**src/rtl/pipelined_control_unit_if.sv**
```systemverilog
// Bundles the decode-stage inputs and the ID/EX control outputs of
// pipelined_control_unit.
//   slave  : the control unit (samples instruction/hazard inputs, drives stall/flush/control word)
//   master : the surrounding pipeline or a testbench (drives instruction/hazard inputs)
// Signals: valid_in, opcode, funct, rs1, rs2, ex_rd, ex_mem_read, branch_taken (to unit);
//          stall, flush, 18-bit control word fields, ctrl_valid, illegal_op (from unit).
interface pipelined_control_unit_if #(
    parameter int unsigned OP_W = 5,
    parameter int unsigned FN_W = 3,
    parameter int unsigned RA_W = 4
) ();
    logic            valid_in;
    logic [OP_W-1:0] opcode;
    logic [FN_W-1:0] funct;
    logic [RA_W-1:0] rs1;
    logic [RA_W-1:0] rs2;
    logic [RA_W-1:0] ex_rd;
    logic            ex_mem_read;
    logic            branch_taken;

    logic            stall;
    logic            flush;
    logic [1:0]      jmp_sel;
    logic            write_register;
    logic            mem_write;
    logic [1:0]      reg_write;
    logic [1:0]      vcsub;
    logic [2:0]      alu_op;
    logic [1:0]      sel_op_b;
    logic            sel_rs2;
    logic [1:0]      branch_sel;
    logic            sel_op_a;
    logic            sel_write_data;
    logic            ctrl_valid;
    logic            illegal_op;

    modport slave (
        input  valid_in, opcode, funct, rs1, rs2, ex_rd, ex_mem_read, branch_taken,
        output stall, flush, jmp_sel, write_register, mem_write, reg_write, vcsub,
               alu_op, sel_op_b, sel_rs2, branch_sel, sel_op_a, sel_write_data,
               ctrl_valid, illegal_op
    );

    modport master (
        output valid_in, opcode, funct, rs1, rs2, ex_rd, ex_mem_read, branch_taken,
        input  stall, flush, jmp_sel, write_register, mem_write, reg_write, vcsub,
               alu_op, sel_op_b, sel_rs2, branch_sel, sel_op_a, sel_write_data,
               ctrl_valid, illegal_op
    );
endinterface

```
**src/rtl/pipelined_control_unit.sv**
```systemverilog
// Registered instruction decoder with hazard control for the interpolation ASIP.
// Decodes {opcode, funct} into an 18-bit control word latched in the ID/EX
// register, stalls on load-use hazards and multi-cycle multiplies, flushes on
// taken branches/jumps and pulses illegal_op for unknown encodings.
// Ports:
//   clk  : rising-edge clock
//   rst  : asynchronous active-high reset
//   bus  : pipelined_control_unit_if.slave (instruction/hazard inputs,
//          combinational stall/flush, registered control word, ctrl_valid, illegal_op)
module pipelined_control_unit #(
    parameter int unsigned OP_W    = 5,
    parameter int unsigned FN_W    = 3,
    parameter int unsigned RA_W    = 4,
    parameter int unsigned MUL_LAT = 3
) (
    input  logic                      clk,
    input  logic                      rst,
    pipelined_control_unit_if.slave   bus
);
    localparam int unsigned KEY_W  = OP_W + FN_W;
    localparam int unsigned MCNT_W = $clog2(MUL_LAT + 1);

    typedef struct packed {
        logic [1:0] jmp_sel;
        logic       write_register;
        logic       mem_write;
        logic [1:0] reg_write;
        logic [1:0] vcsub;
        logic [2:0] alu_op;
        logic [1:0] sel_op_b;
        logic       sel_rs2;
        logic [1:0] branch_sel;
        logic       sel_op_a;
        logic       sel_write_data;
    } ctrl_t;

    typedef enum logic {
        IDLE     = 1'b0,
        MUL_BUSY = 1'b1
    } state_t;

    state_t            state_q, state_d;
    logic [MCNT_W-1:0] mcnt_q, mcnt_d;
    ctrl_t             ctrl_q, ctrl_d, dec;
    logic              ctrl_valid_q, ctrl_valid_d;
    logic              illegal_q, illegal_d;
    logic              legal, is_mul, hazard;
    logic              stall_c, flush_c;
    logic [KEY_W-1:0]  key;
    logic [RA_W-1:0]   rs1, rs2, ex_rd;

    assign key   = {bus.opcode, bus.funct};
    assign rs1   = bus.rs1;
    assign rs2   = bus.rs2;
    assign ex_rd = bus.ex_rd;

    // Load-use: the load in EX writes a register this instruction reads (r0 never hazards)
    assign hazard = bus.valid_in && bus.ex_mem_read && (ex_rd != '0)
                    && ((ex_rd == rs1) || (ex_rd == rs2));

    // Pure decode table; unused fields stay 0
    always_comb begin
        dec    = '0;
        legal  = 1'b1;
        is_mul = 1'b0;
        case (key)
            KEY_W'(8'b00000_000): begin dec.write_register = 1'b1; dec.reg_write = 2'b01; dec.alu_op = 3'b000; end
            KEY_W'(8'b01000_000): begin dec.write_register = 1'b1; dec.reg_write = 2'b01; dec.alu_op = 3'b000; dec.sel_op_b = 2'b01; end
            KEY_W'(8'b00000_001): begin dec.write_register = 1'b1; dec.reg_write = 2'b01; dec.alu_op = 3'b001; end
            KEY_W'(8'b01001_001): begin dec.write_register = 1'b1; dec.reg_write = 2'b01; dec.alu_op = 3'b001; dec.sel_op_b = 2'b01; end
            KEY_W'(8'b00000_010): begin dec.write_register = 1'b1; dec.reg_write = 2'b01; dec.alu_op = 3'b010; is_mul = 1'b1; end
            KEY_W'(8'b00000_100): begin dec.write_register = 1'b1; dec.reg_write = 2'b01; dec.alu_op = 3'b100; end
            KEY_W'(8'b00000_101): begin dec.write_register = 1'b1; dec.reg_write = 2'b01; dec.alu_op = 3'b101; end
            KEY_W'(8'b00000_110): begin dec.write_register = 1'b1; dec.reg_write = 2'b01; dec.alu_op = 3'b110; end
            KEY_W'(8'b00010_000): begin dec.write_register = 1'b1; dec.sel_op_b = 2'b10; dec.sel_rs2 = 1'b1; end
            KEY_W'(8'b00011_000): begin dec.write_register = 1'b1; dec.sel_op_b = 2'b10; dec.sel_rs2 = 1'b1; dec.sel_write_data = 1'b1; end
            KEY_W'(8'b00100_000): begin dec.mem_write = 1'b1; dec.sel_rs2 = 1'b1; end
            KEY_W'(8'b00101_000): begin dec.mem_write = 1'b1; dec.sel_rs2 = 1'b1; dec.sel_op_a = 1'b1; dec.sel_write_data = 1'b1; end
            KEY_W'(8'b10000_000): begin dec.jmp_sel = 2'b01; end
            KEY_W'(8'b00110_000): begin dec.jmp_sel = 2'b10; end
            KEY_W'(8'b10001_000): begin dec.jmp_sel = 2'b01; dec.write_register = 1'b1; dec.reg_write = 2'b10; end
            KEY_W'(8'b01010_000): begin dec.jmp_sel = 2'b01; dec.branch_sel = 2'b01; dec.alu_op = 3'b001; end
            KEY_W'(8'b01011_000): begin dec.jmp_sel = 2'b10; dec.branch_sel = 2'b01; dec.alu_op = 3'b001; end
            default:              legal = 1'b0;
        endcase
    end

    // Next state, next control word and stall/flush, in priority order
    always_comb begin
        state_d      = state_q;
        mcnt_d       = mcnt_q;
        ctrl_d       = '0;
        ctrl_valid_d = 1'b0;
        illegal_d    = 1'b0;
        stall_c      = 1'b0;
        flush_c      = 1'b0;
        if (bus.branch_taken) begin
            flush_c = 1'b1;
            state_d = IDLE;
            mcnt_d  = '0;
        end else if (state_q == MUL_BUSY) begin
            stall_c = 1'b1;
            mcnt_d  = mcnt_q - MCNT_W'(1);
            if (mcnt_q == MCNT_W'(1)) begin
                state_d = IDLE;
            end
        end else if (hazard) begin
            stall_c = 1'b1;
        end else if (bus.valid_in) begin
            if (legal) begin
                ctrl_d       = dec;
                ctrl_valid_d = 1'b1;
                // Multi-cycle multiply: hold the front end for MUL_LAT-1 cycles
                if (is_mul) begin
                    mcnt_d = MCNT_W'(MUL_LAT - 1);
                    if (MUL_LAT > 1) begin
                        state_d = MUL_BUSY;
                    end
                end
            end else begin
                illegal_d = 1'b1;
            end
        end
    end

    // State, counter and ID/EX register
    always_ff @(posedge clk or posedge rst) begin
        if (rst) begin
            state_q      <= IDLE;
            mcnt_q       <= '0;
            ctrl_q       <= '0;
            ctrl_valid_q <= 1'b0;
            illegal_q    <= 1'b0;
        end else begin
            state_q      <= state_d;
            mcnt_q       <= mcnt_d;
            ctrl_q       <= ctrl_d;
            ctrl_valid_q <= ctrl_valid_d;
            illegal_q    <= illegal_d;
        end
    end

    // Reset overrides the combinational hazard outputs
    assign bus.stall          = stall_c & ~rst;
    assign bus.flush          = flush_c & ~rst;
    assign bus.jmp_sel        = ctrl_q.jmp_sel;
    assign bus.write_register = ctrl_q.write_register;
    assign bus.mem_write      = ctrl_q.mem_write;
    assign bus.reg_write      = ctrl_q.reg_write;
    assign bus.vcsub          = ctrl_q.vcsub;
    assign bus.alu_op         = ctrl_q.alu_op;
    assign bus.sel_op_b       = ctrl_q.sel_op_b;
    assign bus.sel_rs2        = ctrl_q.sel_rs2;
    assign bus.branch_sel     = ctrl_q.branch_sel;
    assign bus.sel_op_a       = ctrl_q.sel_op_a;
    assign bus.sel_write_data = ctrl_q.sel_write_data;
    assign bus.ctrl_valid     = ctrl_valid_q;
    assign bus.illegal_op     = illegal_q;
endmodule

```
**src/flat_wrapper.sv**
```systemverilog
// flat-port wrapper written by rule: the top's interface ports become plain ports
module pipelined_control_unit_flat 
#(
    parameter int unsigned OP_W    = 5,
    parameter int unsigned FN_W    = 3,
    parameter int unsigned RA_W    = 4,
    parameter int unsigned MUL_LAT = 3
)
  (clk, rst, bus_valid_in, bus_opcode, bus_funct, bus_rs1, bus_rs2, bus_ex_rd, bus_ex_mem_read, bus_branch_taken, bus_stall, bus_flush, bus_jmp_sel, bus_write_register, bus_mem_write, bus_reg_write, bus_vcsub, bus_alu_op, bus_sel_op_b, bus_sel_rs2, bus_branch_sel, bus_sel_op_a, bus_sel_write_data, bus_ctrl_valid, bus_illegal_op);
  pipelined_control_unit_if #(.OP_W(OP_W), .FN_W(FN_W), .RA_W(RA_W)) bus_i ();
  input  logic clk;
  input  logic rst;
  input wire logic [$bits(bus_i.valid_in)-1:0] bus_valid_in;
  input wire logic [$bits(bus_i.opcode)-1:0] bus_opcode;
  input wire logic [$bits(bus_i.funct)-1:0] bus_funct;
  input wire logic [$bits(bus_i.rs1)-1:0] bus_rs1;
  input wire logic [$bits(bus_i.rs2)-1:0] bus_rs2;
  input wire logic [$bits(bus_i.ex_rd)-1:0] bus_ex_rd;
  input wire logic [$bits(bus_i.ex_mem_read)-1:0] bus_ex_mem_read;
  input wire logic [$bits(bus_i.branch_taken)-1:0] bus_branch_taken;
  output wire logic [$bits(bus_i.stall)-1:0] bus_stall;
  output wire logic [$bits(bus_i.flush)-1:0] bus_flush;
  output wire logic [$bits(bus_i.jmp_sel)-1:0] bus_jmp_sel;
  output wire logic [$bits(bus_i.write_register)-1:0] bus_write_register;
  output wire logic [$bits(bus_i.mem_write)-1:0] bus_mem_write;
  output wire logic [$bits(bus_i.reg_write)-1:0] bus_reg_write;
  output wire logic [$bits(bus_i.vcsub)-1:0] bus_vcsub;
  output wire logic [$bits(bus_i.alu_op)-1:0] bus_alu_op;
  output wire logic [$bits(bus_i.sel_op_b)-1:0] bus_sel_op_b;
  output wire logic [$bits(bus_i.sel_rs2)-1:0] bus_sel_rs2;
  output wire logic [$bits(bus_i.branch_sel)-1:0] bus_branch_sel;
  output wire logic [$bits(bus_i.sel_op_a)-1:0] bus_sel_op_a;
  output wire logic [$bits(bus_i.sel_write_data)-1:0] bus_sel_write_data;
  output wire logic [$bits(bus_i.ctrl_valid)-1:0] bus_ctrl_valid;
  output wire logic [$bits(bus_i.illegal_op)-1:0] bus_illegal_op;
  assign bus_i.valid_in = bus_valid_in;
  assign bus_i.opcode = bus_opcode;
  assign bus_i.funct = bus_funct;
  assign bus_i.rs1 = bus_rs1;
  assign bus_i.rs2 = bus_rs2;
  assign bus_i.ex_rd = bus_ex_rd;
  assign bus_i.ex_mem_read = bus_ex_mem_read;
  assign bus_i.branch_taken = bus_branch_taken;
  assign bus_stall = bus_i.stall;
  assign bus_flush = bus_i.flush;
  assign bus_jmp_sel = bus_i.jmp_sel;
  assign bus_write_register = bus_i.write_register;
  assign bus_mem_write = bus_i.mem_write;
  assign bus_reg_write = bus_i.reg_write;
  assign bus_vcsub = bus_i.vcsub;
  assign bus_alu_op = bus_i.alu_op;
  assign bus_sel_op_b = bus_i.sel_op_b;
  assign bus_sel_rs2 = bus_i.sel_rs2;
  assign bus_branch_sel = bus_i.branch_sel;
  assign bus_sel_op_a = bus_i.sel_op_a;
  assign bus_sel_write_data = bus_i.sel_write_data;
  assign bus_ctrl_valid = bus_i.ctrl_valid;
  assign bus_illegal_op = bus_i.illegal_op;
  pipelined_control_unit #(.OP_W(OP_W), .FN_W(FN_W), .RA_W(RA_W), .MUL_LAT(MUL_LAT)) u_core (.clk(clk), .rst(rst), .bus(bus_i));
endmodule
```
**config.mk**
```make
export PLATFORM = sky130hd
export DESIGN_NAME = pipelined_control_unit_flat
export DESIGN_NICKNAME = d
export VERILOG_FILES = /design/src/rtl/pipelined_control_unit_if.sv /design/src/rtl/pipelined_control_unit.sv /design/src/flat_wrapper.sv
export SDC_FILE = /design/constraint.sdc
export NUM_CORES = 1
export LEC_CHECK = 0
export ABC_AREA = 1
export CAP_MARGIN = 20
export CORE_MARGIN = 10
export CORE_UTILIZATION = 44
export CTS_BUF_LIST = sky130_fd_sc_hd__clkbuf_16
export DETAILED_ROUTE_END_ITERATION = 8
export PLACE_DENSITY = 0.8
export RECOVER_POWER = 50
export SLEW_MARGIN = 20
export SYNTH_ARGS = -nofsm -noshare
export SYNTH_HDL_FRONTEND = slang
export SYNTH_SLANG_ARGS = --single-unit
```
**constraint.sdc**
```tcl
create_clock -name clk -period 1.8 [get_ports clk]
set_clock_uncertainty 0.2 [all_clocks]
set_input_delay 0.27 -clock clk [delete_from_list [all_inputs] [get_ports clk]]
set_output_delay 0.27 -clock clk [all_outputs]
set_load 0.01 [all_outputs]
```
## Word level (Yosys, flattened, before mapping)

Cells that the tools add are included.

- Register bits after elaboration: 23
- Input port bits: 25
- Output and inout port bits: 22
- Word-level logic and storage cells: 105

- Add/subtract/negate cells: 1
- Equality and inequality tests: 20
- Mux-type cells: 44
- Bitwise gates (word level): 3
- Reduce and logical (&&, ||, !) cells: 22

Operators with widths:

| operator | count |
|---|---|
| $mux W18 | 5 |
| $eq A8 B7 Y1 const B | 4 |
| $mux W1 | 29 |
| $eq A8 B3 Y1 const B | 3 |
| $eq A8 B6 Y1 const B | 3 |
| $reduce_or A17 Y1 | 1 |
| $eq A8 B5 Y1 const B | 2 |
| $eq A8 B8 Y1 const B | 2 |
| $pmux W3 S5 | 1 |
| $mux W2 | 6 |
| $pmux W2 S2 | 3 |
| $reduce_or A2 Y1 | 6 |
| $reduce_or A11 Y1 | 1 |
| $reduce_bool A3 Y1 | 3 |
| $eq A4 B4 Y1 | 2 |
| $eq A8 B1 Y1 const B | 1 |
| $eq A8 B2 Y1 const B | 1 |
| $logic_not A8 Y1 | 1 |
| $reduce_or A4 Y1 | 2 |
| $reduce_or A8 Y1 | 1 |
| $reduce_and A4 Y1 | 1 |
| $reduce_bool A4 Y1 | 1 |
| $logic_and A1 B1 Y1 | 3 |
| $ne A3 B2 Y1 const B | 1 |
| other kinds (6) | 7 |

## Logic depth before layout (Yosys ltp)

Gate-level depths: netlist of run 1.

- Depth after elaboration: 8
- Depth in mapped cells: 12
- Mapped depth without buffers: 11

## Least setup slack after synthesis of run 1

OpenSTA, ideal clock, no wires.

- Path kind: input-to-output
- Start: in bus_ex_rd[0]
- End: out bus_stall
- Arrival: 0.988 ns
- Required time: 1.330 ns
- Setup slack: 0.342 ns
- Cell stages on the path: 8
- Path buffers: 0
- Cells stage by stage: inv_1 nand2_1 nand2_1 nor2_1 nand2_1 nand2_1 nand2_1 a211oi_1

- Longest elaborated chain between the ends: 7
- Elaborated cells on any way between the ends: 10
- Classes of those cells: eq/ne (2); mux (3); bitwise (1); reduce/logical (4)

RTL lines:

| what | RTL line | source |
|---|---|---|
| start: declaration | flat_wrapper.sv:18 | `input wire logic [$bits(bus_i.ex_rd)-1:0] bus_ex_rd;` |
| $eq A4 B4 Y1 or $reduce_bool A4 Y1 (tied branches) | pipelined_control_unit.sv:59, pipelined_control_unit.sv:58 |  |
| $logic_or A1 B1 Y1 or $logic_and A1 B1 Y1 (tied branches) | pipelined_control_unit.sv:59, pipelined_control_unit.sv:58 |  |
| $logic_and A1 B1 Y1 * | pipelined_control_unit.sv:59 | `&& ((ex_rd == rs1) \|\| (ex_rd == rs2));` |
| $mux W1 * | pipelined_control_unit.sv:107 | `end else if (hazard) begin` |
| $mux W1 * | pipelined_control_unit.sv:101 | `end else if (state_q == MUL_BUSY) begin` |
| $mux W1 * | pipelined_control_unit.sv:97 | `if (bus.branch_taken) begin` |
| $and A1 B1 Y1 * | pipelined_control_unit.sv:144 | `assign bus.stall = stall_c & ~rst;` |
| end: declaration | flat_wrapper.sv:21 | `output wire logic [$bits(bus_i.stall)-1:0] bus_stall;` |

Every way passes the cells marked *; elsewhere a longest branch is shown, timed or not.

## Worst setup path after layout of run 1

- Start: in bus_rs2[2]
- End: out bus_stall

- Longest elaborated chain between the ends: 7

RTL lines:

| what | RTL line | source |
|---|---|---|
| start: declaration | flat_wrapper.sv:17 | `input wire logic [$bits(bus_i.rs2)-1:0] bus_rs2;` |
| $eq A4 B4 Y1 | pipelined_control_unit.sv:59 |  |
| $logic_or A1 B1 Y1 | pipelined_control_unit.sv:59 |  |
| $logic_and A1 B1 Y1 | pipelined_control_unit.sv:59 |  |
| $mux W1 | pipelined_control_unit.sv:107 |  |
| $mux W1 | pipelined_control_unit.sv:101 |  |
| $mux W1 | pipelined_control_unit.sv:97 |  |
| $and A1 B1 Y1 | pipelined_control_unit.sv:144 |  |

Every way passes these cells.

==> results of run 1 <==
==> cells in the mapped netlist (all sizes together), types with 2 or more instances <==
cell type and count:
nand2 60, nor2 40, inv 38, dfrtp 20, nand3 8, buf 4, o21ai 4, a21oi 2
a31oi 2
==> per-stage QoR <==
step	cells	setup TNS, ns	cell area (sq um)	utilization (%)	setup WS, ns
floorplan	187	0	1260	-	0.342
global placement	280	-6.66	1860	68.2	-0.651
detailed placement	280	-7.53	1860	68.2	-0.678
CTS	284	-0.0983	1950	71.4	-0.0983
global route	285	0	1970	72.0	0.0100
finish	285	0	1970	72.0	0.0989
==> per-layer routing <==
metal | vias to the layer above | GRT usage (%) | routed length [um]
met3 | 10 | 2.56 | 223
met1 | 591 | 12.4 | 1380
met5 | - | 0 | 0
met4 | 0 | 4.85 | 85
met2 | 42 | 24.1 | 1900
li1 | 679 | - | -
==> registers in the layout, summed over array words and instances (netlist names), 2 cells and up <==
name and count:
u_core.bus.alu_op 3, u_core.bus.jmp_sel 2, u_core.bus.reg_write 2, u_core.bus.sel_op_b 2, u_core.mcnt_q 2
==> timing repair <==
action,CTS,global route
setup endpoints to repair,20,17
setup buffers,0,1
cloned,0,0
pin swaps,7,13
gates resized for setup,23,39
==> report_power, final <==
group          switching (mW)  leakage, nW  internal [mW]
Combinational           0.106        0.852         0.0825
Clock                   0.161       0.0511          0.441
Sequential            0.00101        0.277          0.454
Total                   0.268         1.18          0.977
==> layout make-up <==
cell class                 count  area [sq um]
fill                         220           766
multi-input combinational    125           619
sequential                    20           500
inverter                      38           143
timing repair buffer          67           562
clock inverter                 1          30.0
tap                           31          38.8
clock buffer                   3          75.1
==> worst register-to-register path, stage by stage, from the launching register on <==
cell and delay, ns:
sky130_fd_sc_hd__dfrtp_1 0.39, sky130_fd_sc_hd__nor2_1 0.19, sky130_fd_sc_hd__inv_1 0.16, sky130_fd_sc_hd__nor2_8 0.16
sky130_fd_sc_hd__nand2_4 0.12, sky130_fd_sc_hd__nor2_1 0.13
==> path summary, 6_finish.rpt <==
check / from / endpoint / slack (ns) / cells after the start
max: bus_rs2[2] / bus_stall / 0.1 / 10
min: bus_funct[0] / u_core.bus.alu_op[1] / 0.20 / 4
max reg2reg: u_core.state_q / u_core.bus.reg_write[1] / 0.37 / 5
min reg2reg: u_core.mcnt_q[1] / u_core.mcnt_q[1] / 0.37 / 2
max in group asynchronous: rst / u_core.bus.mem_write / 0.65 / 4
min in group asynchronous: rst / u_core.mcnt_q[1] / 0.42 / 4
==> cell families (layout without fill, tap and decap cells) <==
family	after synthesis	count (layout)
AND/OR/NAND/NOR	109	109
buffers and inverters	42	109
flip-flops	20	20
AO/OA/AOI/OAI	12	12
adder cells (fa/ha/maj)	1	1
other	1	3
==> metrics.csv, run 1 <==
metric,value,unit
status,"complete, no violations",
post-synthesis compound-gate area fraction,6.01,%
# hold bufs at CTS,0,
sequential fraction of the synthesis area,40.1,%
post-route ant nets,0,
final hold slack,0.201,ns
cell type with the highest aggregate area in the netlist,sky130_fd_sc_hd__dfrtp_1,
average size of a mapped cell,6.75,sq um
top fanout value on the critical path,2,
"Largest delay share family, worst path",simple AND/OR/NAND/NOR gates,
std cell rows,19,
crit path max-delay cell type,sky130_fd_sc_hd__clkdlybuf4s15_1,
power after layout,1.24,mW
post-route minimum period,1.70,ns
final-stage net count,281,
count of different cell masters after synthesis,24,
antenna violations before repair,0,
post-synthesis adder-cell area fraction,1.00,%
Floorplan Core Area,0.00273,sq mm
initial detailed-routing violation count,51,
critical path data required time,1.33,ns
Post-Syn Instances,185,
leakage power total,1.18,nW
I/O Pins,47,
number of global-route vias before repair,1278,
count of antenna diodes in the layout,0,
Max Clock Freq,588,MHz
detailed-route wire length per cell,12.6,um
maximum level of the CTS H-tree,1,
dpl hpwl,2.70,mm
die height,73.3,um
buffers and inverters on the worst path,3,
TritonCTS clock tree,done,
post-synthesis sequential element count,20,
total power divided by cell area,632,mW/mm^2
global-route wire length before repair,5.46,mm
largest buffer count on any clock path,2,
number of detailed-route iterations in the first pass,4,
GR Util All Layers,12.4,%
async set-reset flop share out of synthesis,100,%
Post-Synth XOR/XNOR Area,0,%
clock transition time at the flip-flop clock pins of the worst setup and hold paths,0.05,ns
vias,1322,
"Worst Path Class, Setup",input port to output port,
most frequent standard cell in the layout excluding fill and tap cells,sky130_fd_sc_hd__nand2_1,
clock latency of the later-clocked register in the worst-skew pair,0.25,ns
routability congestion estimate,0.851,
# port buffers,43,
kind of path behind the tightest hold check,input port to register,
CP endpoint kind,output port,
mux share of post-synthesis cell area,0,%
initial cell density of the core,45.7,%
number of max-slew violations in the final report,0,
most common cell type on the critical path,sky130_fd_sc_hd__nand2_1,
Maximum Capacitance Violations,0,
data arrival time of the critical path,1.23,ns
die extent in x,73.3,um
detailed-route DRC error count,0,
"top cells by area, synth","sky130_fd_sc_hd__dfrtp_1, sky130_fd_sc_hd__nand2_1, sky130_fd_sc_hd__inv_1, sky130_fd_sc_hd__nor2_1, sky130_fd_sc_hd__nor2_2",
TritonCTS Sinks,20,
aggregate routed wire length,3.59,mm
die area,0.00537,sq mm
cells traversed along the worst timing path,"clkdlybuf4s15_1, inv_1, nand2_1, nand2_1, nor2_1, nand2_1, nand2_1, nand2_2, a211oi_2, buf_2",
"top library cells by usage in the layout, fill and taps aside","sky130_fd_sc_hd__nand2_1, sky130_fd_sc_hd__inv_1, sky130_fd_sc_hd__nor2_1",
type of element launching the critical path,input port,
largest family of logic cells by synthesized area,simple AND/OR/NAND/NOR gates,
via/cell ratio,4.64,
Yosys Warn Count,0,
count of flip-flops with a built-in enable after synthesis,0,
overflow left after global routing,0,
number of clock buffers inserted by TritonCTS,3,
Fin. Hold Viols,0,
area share of the leading cell type in the synthesized netlist,40.1,%
final setup vio count,0,
leading register cell type out of synthesis,sky130_fd_sc_hd__dfrtp_1,
cell at the root of the clock tree,sky130_fd_sc_hd__clkbuf_16,
area of the mapped netlist,0.00125,sq mm
share of cells above drive strength 1,26.4,%
maximum resistive drop on vdd,0.625,mV
maximum cell stage delay along the critical path,0.19,ns
P&R area growth vs syn,57.6,%
largest net degree at the start of global routing,21,
Final period util,94.5,%
Simple-Gate Fraction of Synth Area,38.5,%
setup repair after global routing missed its margin,no,
(Power assumes the default switching activity.)
==> run 2: changes to the inputs <==
- CTS_CLUSTER_SIZE: unset -> 14
- RECOVER_POWER: 50 -> 100
==> run 2 against run 1 <==
  * Routed wire length fell by 0.25%
  * Hold slack barely moved
  * Count of clock-buffer cells in the layout did not move
  * Global-route usage did not move
  * Non-clock buffer count did not move
  * Die area did not move
  * Register-to-register slack got worse by 0.02 ns
==> metrics.csv, run 2 (synthesis gave the netlist of run 1 again) <==
metric,value,unit
crit path launch,u_core.bus.alu_op[0],
clock latency of the later-clocked register in the worst-skew pair,0.25,ns
instance count after placement with tap cells included,280,
data arrival time of the critical path,1.23,ns
combinational cell fraction of total power,15.0,%
global-route wire length before repair,5.46,mm
leakage power total,1.21,nW
kind of path behind the tightest hold check,input port to register,
vias,1326,
overflow left after global routing,0,
Fin. Hold Viols,0,
Max Clock Freq,588,MHz
number of non-filler instances in the completed layout,285,
r2r worst-path depth,6,
die extent in x,73.3,um
final-stage net count,281,
# hold bufs at CTS,0,
final cell area excluding filler cells,0.00196,sq mm
# port buffers,43,
number of max-slew violations in the final report,0,
buffers and inverters on the worst path,1,
post-route ant nets,0,
setup slack at placement,-0.678,ns
top fanout value on the critical path,1,
number of detailed-route iterations in the first pass,4,
RR Endpoint,u_core.bus.sel_rs2,
dpl hpwl,2.70,mm
"top library cells by usage in the layout, fill and taps aside","sky130_fd_sc_hd__nand2_1, sky130_fd_sc_hd__inv_1, sky130_fd_sc_hd__nor2_1",
antenna violations before repair,0,
cell at the root of the clock tree,sky130_fd_sc_hd__clkbuf_16,
setup repair after global routing missed its margin,no,
Final period util,94.5,%
most frequent standard cell in the layout excluding fill and tap cells,sky130_fd_sc_hd__nand2_1,
initial cell density of the core,45.7,%
maximum cell stage delay along the critical path,0.60,ns
number of flip-flops under the largest register name,3,
Maximum Capacitance Violations,0,
"Largest delay share family, worst path",buffers and inverters,
power share of the clock group,48.5,%
aggregate routed wire length,3.58,mm
largest buffer count on any clock path,2,
status,"complete, no violations",
die height,73.3,um
maximum resistive drop on vdd,0.622,mV
GR Util All Layers,12.4,%
crit path max-delay cell type,sky130_fd_sc_hd__dlygate4sd3_1,
critical path data required time,1.33,ns
Internal Power,975,uW
I/O Pins,47,
total power divided by cell area,634,mW/mm^2
clock transition time at the flip-flop clock pins of the worst setup and hold paths,0.05,ns
number of global-route vias before repair,1278,
std cell rows,19,
type of element launching the critical path,register,
post-route minimum period,1.70,ns
maximum level of the CTS H-tree,1,
fraction of power spent switching nets,21.5,%
post-detailed-placement cell area,0.00186,sq mm
die area,0.00537,sq mm
routability congestion estimate,0.851,
power after layout,1.24,mW
"Worst Path Class, Setup",register to output port,
startpoint of the lowest-slack hold path,bus_funct[0],
final setup vio count,0,
smallest setup slack after layout,0.0997,ns
initial detailed-routing violation count,62,
switching power total,268,uW
detailed-route wire length per cell,12.5,um
CP endpoint kind,output port,
share of cells above drive strength 1,25.6,%
source of the worst register-to-register timing path,u_core.state_q,
flop-to-flop setup slack,0.35,ns
final standard cell utilization of the core,71.8,%
relative contribution of sequential cells to total power,36.6,%
detailed-route DRC error count,0,
P&R area growth vs syn,57.1,%
number of clock buffers inserted by TritonCTS,3,
destination of the critical timing path,bus_alu_op[0],
cell depth of the worst setup path,1,
TritonCTS Sinks,20,
largest net degree at the start of global routing,21,
Floorplan Core Area,0.00273,sq mm
via/cell ratio,4.65,
number of inserted filler cells in the final layout,223,
cells traversed along the worst timing path,dlygate4sd3_1,
count of antenna diodes in the layout,0,
TritonCTS clock tree,done,
-- run 2: cell count changes in the layout (fill, tap and decap cells not counted) --
cell and delta:
sky130_fd_sc_hd__nor2_1 +1, sky130_fd_sc_hd__nor2_2 -1, sky130_fd_sc_hd__clkbuf_4 +3, sky130_fd_sc_hd__clkbuf_1 +1, sky130_fd_sc_hd__clkdlybuf4s50_1 -10, sky130_fd_sc_hd__dlygate4sd3_1 +10
sky130_fd_sc_hd__buf_4 -4
-- run 2: area by class of cell --
class | instances | area [sq um] | share of cell area, %
clock buffers | 3 | 75.1 | 3.83
repair buffers | 67 | 558 | 28.4
flip-flops and latches | 20 | 500 | 25.5
clock inverters | 1 | 30.0 | 1.53
multi-input cells | 125 | 617 | 31.4
well taps | 31 | 38.8 | 1.98
inverters | 38 | 143 | 7.27
-- run 2: layer usage --
layer	up-vias	share of wire, %	track usage (%)
met3	10	6.2	2.56
met4	0	2.4	4.85
met5	-	0	0
met1	595	38	12.4
li1	679	-	-
met2	42	53	24.1
-- run 2: worst min-delay path by stage --
stage | end | slack [ns] | depth (start not counted)
after floorplan | u_core.bus.alu_op[0] | 0.03 | 1
after global placement | u_core.mcnt_q[0] | 0.30 | 1
after detailed placement | u_core.mcnt_q[0] | 0.31 | 1
after CTS | u_core.bus.reg_write[0] | 0.33 | 4
after global routing | u_core.bus.alu_op[1] | 0.27 | 4
final | u_core.bus.alu_op[1] | 0.20 | 4
-- run 2: what timing repair did --
action | in CTS | in global routing
buffers inserted | 0 | 1
pin swaps | 7 | 13
gates resized for setup | 23 | 39
endpoints found under the setup margin | 20 | 17
-- run 2: stage by stage --
step	setup TNS (ns)	hold WS [ns]
after floorplan	0	0.0338
after global placement	-6.66	0.296
after detailed placement	-7.53	0.315
after CTS	-0.0983	0.325
after global routing	0	0.269
final	0	0.201
-- run 2: power groups by stage --
stage               Sequential (mW)  Clock [mW]  Combinational (mW)
floorplan                     0.464           0              0.0881
global placement              0.462           0               0.188
detailed placement            0.463           0               0.194
CTS                           0.455       0.607               0.184
global route                  0.455       0.624               0.206
finish                        0.454       0.603               0.186
